[src/rtl/alu_rr_arbiter.sv]
// alu_rr_arbiter: shares one 8-bit ALU (dkgp8) between two requesters.
// The arbiter is round-robin, or fixed priority to requester 0 when FIXED_PRIO=1.
// Operands and results are registered, and valid/ready is used on both request
// and response. Only one operation is in flight at a time (IDLE -> EXEC -> RESP).
// Optional feature: define ALU_ARB_STATS_EN to add saturating per-requester
// grant counters (gnt0_cnt, gnt1_cnt) of width STATS_W.

module dkgp8 (
    input  logic [7:0] a,
    input  logic [7:0] b,
    input  logic [2:0] sel,
    output logic [7:0] result,
    output logic       cout
);
    logic [8:0] sum;

    // ADD for sel[2]=0 (carry-in fixed at 0), otherwise a carry-less logic op
    always_comb begin
        sum    = {1'b0, a} + {1'b0, b};
        result = sum[7:0];
        cout   = sum[8];
        if (sel[2]) begin
            cout = 1'b0;
            case (sel[1:0])
                2'b00:   result = a & b;
                2'b01:   result = a | b;
                2'b10:   result = a ^ b;
                default: result = ~a;
            endcase
        end
    end
endmodule

module alu_rr_arbiter #(
    parameter int FIXED_PRIO = 0
`ifdef ALU_ARB_STATS_EN
    , parameter int STATS_W  = 16
`endif
) (
    input  logic       clk,
    input  logic       rst,
    input  logic       req0_valid,
    output logic       req0_ready,
    input  logic [7:0] req0_a,
    input  logic [7:0] req0_b,
    input  logic [2:0] req0_sel,
    output logic       rsp0_valid,
    input  logic       rsp0_ready,
    output logic [7:0] rsp0_result,
    output logic       rsp0_cout,
    input  logic       req1_valid,
    output logic       req1_ready,
    input  logic [7:0] req1_a,
    input  logic [7:0] req1_b,
    input  logic [2:0] req1_sel,
    output logic       rsp1_valid,
    input  logic       rsp1_ready,
    output logic [7:0] rsp1_result,
    output logic       rsp1_cout,
    output logic       busy
`ifdef ALU_ARB_STATS_EN
    , output logic [STATS_W-1:0] gnt0_cnt
    , output logic [STATS_W-1:0] gnt1_cnt
`endif
);
    typedef enum logic [1:0] {IDLE, EXEC, RESP} state_t;

    state_t     state;
    logic [7:0] op_a;
    logic [7:0] op_b;
    logic [2:0] op_sel;
    logic       owner;
    logic       last_gnt;
    logic       pick_id;
    logic       accept;
    logic [7:0] alu_result;
    logic       alu_cout;

    dkgp8 u_alu (
        .a      (op_a),
        .b      (op_b),
        .sel    (op_sel),
        .result (alu_result),
        .cout   (alu_cout)
    );

    // Pick a requester: on a tie use fixed priority or the one not granted last
    always_comb begin
        pick_id = req1_valid;
        if (req0_valid && req1_valid) begin
            if (FIXED_PRIO != 0) pick_id = 1'b0;
            else                 pick_id = ~last_gnt;
        end
    end

    // Readies are only offered in IDLE; a reset cycle never counts as a handshake
    assign req0_ready = (state == IDLE) && !rst && req0_valid && !pick_id;
    assign req1_ready = (state == IDLE) && !rst && req1_valid && pick_id;
    assign accept     = (req0_valid && req0_ready) || (req1_valid && req1_ready);

    // Transaction FSM: capture operands, execute for one cycle, hold the response
    always_ff @(posedge clk) begin
        if (rst) begin
            state       <= IDLE;
            op_a        <= '0;
            op_b        <= '0;
            op_sel      <= '0;
            owner       <= 1'b0;
            last_gnt    <= 1'b1;
            busy        <= 1'b0;
            rsp0_valid  <= 1'b0;
            rsp1_valid  <= 1'b0;
            rsp0_result <= '0;
            rsp1_result <= '0;
            rsp0_cout   <= 1'b0;
            rsp1_cout   <= 1'b0;
        end else begin
            case (state)
                IDLE: begin
                    if (accept) begin
                        op_a   <= pick_id ? req1_a   : req0_a;
                        op_b   <= pick_id ? req1_b   : req0_b;
                        op_sel <= pick_id ? req1_sel : req0_sel;
                        owner  <= pick_id;
                        busy   <= 1'b1;
                        state  <= EXEC;
                    end
                end
                EXEC: begin
                    if (owner) begin
                        rsp1_result <= alu_result;
                        rsp1_cout   <= alu_cout;
                        rsp1_valid  <= 1'b1;
                    end else begin
                        rsp0_result <= alu_result;
                        rsp0_cout   <= alu_cout;
                        rsp0_valid  <= 1'b1;
                    end
                    state <= RESP;
                end
                RESP: begin
                    if (owner ? rsp1_ready : rsp0_ready) begin
                        rsp0_valid <= 1'b0;
                        rsp1_valid <= 1'b0;
                        last_gnt   <= owner;
                        busy       <= 1'b0;
                        state      <= IDLE;
                    end
                end
                default: state <= IDLE;
            endcase
        end
    end

`ifdef ALU_ARB_STATS_EN
    // Saturating count of accepted requests per requester
    always_ff @(posedge clk) begin
        if (rst) begin
            gnt0_cnt <= '0;
            gnt1_cnt <= '0;
        end else if (accept) begin
            if (!pick_id && (gnt0_cnt != {STATS_W{1'b1}}))
                gnt0_cnt <= gnt0_cnt + {{(STATS_W-1){1'b0}}, 1'b1};
            if (pick_id && (gnt1_cnt != {STATS_W{1'b1}}))
                gnt1_cnt <= gnt1_cnt + {{(STATS_W-1){1'b0}}, 1'b1};
        end
    end
`endif

endmodule

[config.mk]
export PLATFORM = sky130hd
export DESIGN_NAME = alu_rr_arbiter
export DESIGN_NICKNAME = d
export VERILOG_FILES = /design/src/rtl/alu_rr_arbiter.sv
export SDC_FILE = /design/constraint.sdc
export NUM_CORES = 1
export LEC_CHECK = 0
export BUFFER_PORTS_ARGS = -buffer_cell sky130_fd_sc_hd__buf_2
export CORE_MARGIN = 5
export CORE_UTILIZATION = 35
export CTS_BUF_LIST = sky130_fd_sc_hd__clkbuf_16
export CTS_CLUSTER_SIZE = 16
export DETAILED_ROUTE_END_ITERATION = 10
export PLACE_DENSITY_LB_ADDON = 0.2
export SYNTH_ARGS = -nofsm -noshare
export SYNTH_HDL_FRONTEND = slang
export SYNTH_SLANG_ARGS = --single-unit
export TNS_END_PERCENT = 5
[constraint.sdc]
create_clock -name clk -period 4.85 [get_ports clk]
set_clock_uncertainty 0.1 [all_clocks]
set_input_delay 0.97 -clock clk [delete_from_list [all_inputs] [get_ports clk]]
set_output_delay 0.97 -clock clk [all_outputs]
set_load 0.02 [all_outputs]
==> results.toml <==
[die]
initial_utilization = 0.355
fp.dieW_um = 95.1
fp.dieH_um = 95.1
coreArea_um2 = 7140
die-area_um2 = 9040
ios = 67
num_rows = 31

[place]
io_buffers = 66
gp_congestion = 0.788
hpwl_um = 4420

[worst_setup_path]
worstSetupEndpointType = "output port"
crit_path_start_kind = "input pin"
crit_top_cell = "buf_2"
cp.buffers_inverters = 2
crit_arrival_ns = 1.94
max_stage_delay_ns = 0.47
critical_path_class = "input pin to output port"
cp_max_fo = 31
path_cells = "buf_2 > nor3_1 > and2_1 > buf_2"
r2r_slack_ns = 2.47
required_ns = 3.78
critPathSlowestCell = "buf_2"
cp_top_family = "buffers and inverters"

[sta]
setup_violations = 0
hold_viol = 0
fin_setup_tns_ns = 0
timing.fmax_ghz = 0.332
rsz0062_at_grt = "false"
finalMaxSlewViolations = 0
fin_crit_ns = 3.01
tightest_slew_ns = 1.20
relSlewSlack = 0.199
timing.final.crit_share = 0.621

[synth]
ys_warn_count = 0
synth_edf_count = 0
synth_compound_area_frac = 0.215
ys_seq_area_frac = 0.347
synth_area_per_cell_um2 = 8.65
synth_xor_xnor_area_share = 0.00691
synth_top_family_by_area = "compound AO/OA/AOI/OAI gates"
synth_nets = 354
synthArstFlopShare = 0
synthSimpleGateAreaFrac = 0.141
postSynthCellCount = 293
synthAdderAreaFrac = 0.0869
synth_mux_area_frac = 0.141
yosysUniqueCellTypes = 42
synth_ff_type = "dfxtp_1"
ys_ff_latch = 44
synth_area_um2 = 2530

[clock_tree]
cts_sinks = 44
cts_resized = 0
ctsHtreeMaxLevel = 2
clk_latency_ns = 0.28
clock_path_buffers = 2
postCtsSetupRepairBufs = 0
cts.hold.buffers_added = 0
path_clk_slew_ns = 0.06
cts_inserted_buffers = 5
cts_tree = "done"
root_buffer = "clkbuf_16"

[global_routing]
grt-ovfl-total = 0
antenna_found_initial = 0
grt_max_degree = 40
grt_pass1_vias = 2122
grt.total_usage = 0.138
grt_pass1_wl_um = 9950

[route]
routedWlPerCell_um = 12.8
num_vias = 2207
remaining_drc_errors = 0
first_iter_violations = 129
dr.pass1.iters = 4
detail-route-antenna-nets = 0
routed_wl_um = 5790
avgViaCountPerCell = 4.89

[finish]
n_fill_cell = 761
post-route-util = 0.430
diodes = 0
drive_gt1_frac = 0.239
synthToLayoutAreaGrowth_pct = 21.2
finalNetCount = 413

[run_status]
status = "finished clean"

[power]
power.leakage_nw = 1.37
ir_drop_uv = 129
p_per_area_nw_per_um2 = 318

[job]
cap_violations = 0

[hold_path]
hold_class = "flop to flop"
-- where the power goes --
group / internal [mW] / leakage (nW) / total, mW / switching (mW)
Sequential: 0.392 / 0.361 / 0.425 / 0.0327
Combinational: 0.107 / 0.941 / 0.236 / 0.129
Clock: 0.185 / 0.0709 / 0.315 / 0.130
Total: 0.684 / 1.37 / 0.976 / 0.292
-- cell families (layout without fill, tap and decap cells) --
family                     count (synthesis)  in the layout
AOI/OAI and AO/OA                         83             83
muxes                                     29             29
xor gates and xnor gates                   2              2
DFF                                       44             44
adders and majority gates                 17             17
buffers and inverters                     40             99
and+or+nand+nor                           78             78
-- layer usage --
| metal | global-route usage | wire (um) | vias to the layer above |
|---|---|---|---|
| met4 | 0.0325 | 49 | 0 |
| met3 | 0.0316 | 408 | 5 |
| li1 | - | - | 1165 |
| met1 | 0.190 | 2830 | 985 |
| met2 | 0.220 | 2500 | 52 |
| met5 | 0 | 0 | - |
-- flip-flops by register name (all words and copies together) (netlist names) --
name         cells
op_a             8
op_b             8
rsp0_result      8
rsp1_result      8
op_sel           3
state            2
busy             1
last_gnt         1
owner            1
rsp0_cout        1
rsp0_valid       1
rsp1_cout        1
rsp1_valid       1
-- cell usage after synthesis (3+ instances only) --
cell	number	area [um^2]
nor2_1	35	131
o21ai_0	17	85.1
mux4_2	5	113
a211oi_1	22	165
ha_1	16	200
o21a_1	4	30.0
buf_2	5	25.0
nor2b_1	4	25.0
a21oi_1	18	90.1
and3_1	3	18.8
mux2_2	3	33.8
mux2i_1	21	210
clkbuf_1	10	37.5
a31oi_1	6	37.5
nor3_1	4	20.0
nand2_1	20	75.1
inv_1	24	90.1
dfxtp_1	44	881
-- final timing paths --
kind | start | endpoint | depth (start not counted)
worst max-delay path | rst | req1_ready | 4
worst min-delay path | rsp0_result[0] | rsp0_result[0] | 2
worst max register to register | op_a[0] | rsp0_cout | 8
worst min register to register | rsp0_result[0] | rsp0_result[0] | 2
-- cell usage in the layout, fill, tap and decap left out, types with 2 or more instances in the layout --
cell type	netlist	layout
a31oi_1	6	6
nor2b_1	4	4
or4_1	2	2
inv_1	24	25
nor2_1	35	35
nand2_1	20	20
o21a_1	4	4
mux2i_1	21	21
a211oi_1	22	22
mux2_2	3	3
buf_4	0	2
a21oi_1	18	18
o32ai_1	2	2
o21ai_0	17	17
and3_1	3	3
xnor2_1	2	2
nor3_1	4	4
a211o_1	2	2
nand2b_1	2	2
dfxtp_1	44	44
and2_1	2	2
mux4_2	5	5
and2b_1	2	2
ha_1	16	16
buf_2	5	66
clkbuf_16	0	5
o22ai_1	2	2
-- worst reg2reg max path, stage by stage (launching register included) --
cell	delay, ns
dfxtp_1	0.37
ha_1	0.25
inv_1	0.07
fa_1	0.42
and2b_1	0.24
o31ai_1	0.10
and3_1	0.17
or4_1	0.48
a21oi_1	0.13
-- final cells by class --
cell class	instances	area [um^2]	area share
Timing Repair Buffer	68	345	0.112
Multi-Input combinational cell	209	1500	0.488
Clock inverter	2	8.76	0.00285
Inverter	24	90.1	0.0293
Tap cell	99	124	0.0403
Clock buffer	5	125	0.0407
Sequential cell	44	881	0.287
-- stage by stage --
step / hold slack [ns] / setup slack, ns / instances / area (um^2) / power, mW
floorplan: 0.394 / 2.07 / 293 / 2530 / 0.600
global placement: 0.348 / 1.84 / 444 / 2940 / 0.666
detailed placement: 0.344 / 1.72 / 444 / 2940 / 0.671
CTS: 0.352 / 1.84 / 451 / 3070 / 0.989
global route: 0.378 / 1.71 / 451 / 3070 / 1.04
finish: 0.350 / 1.84 / 451 / 3070 / 0.976
Power figures use the tool's default switching activity.
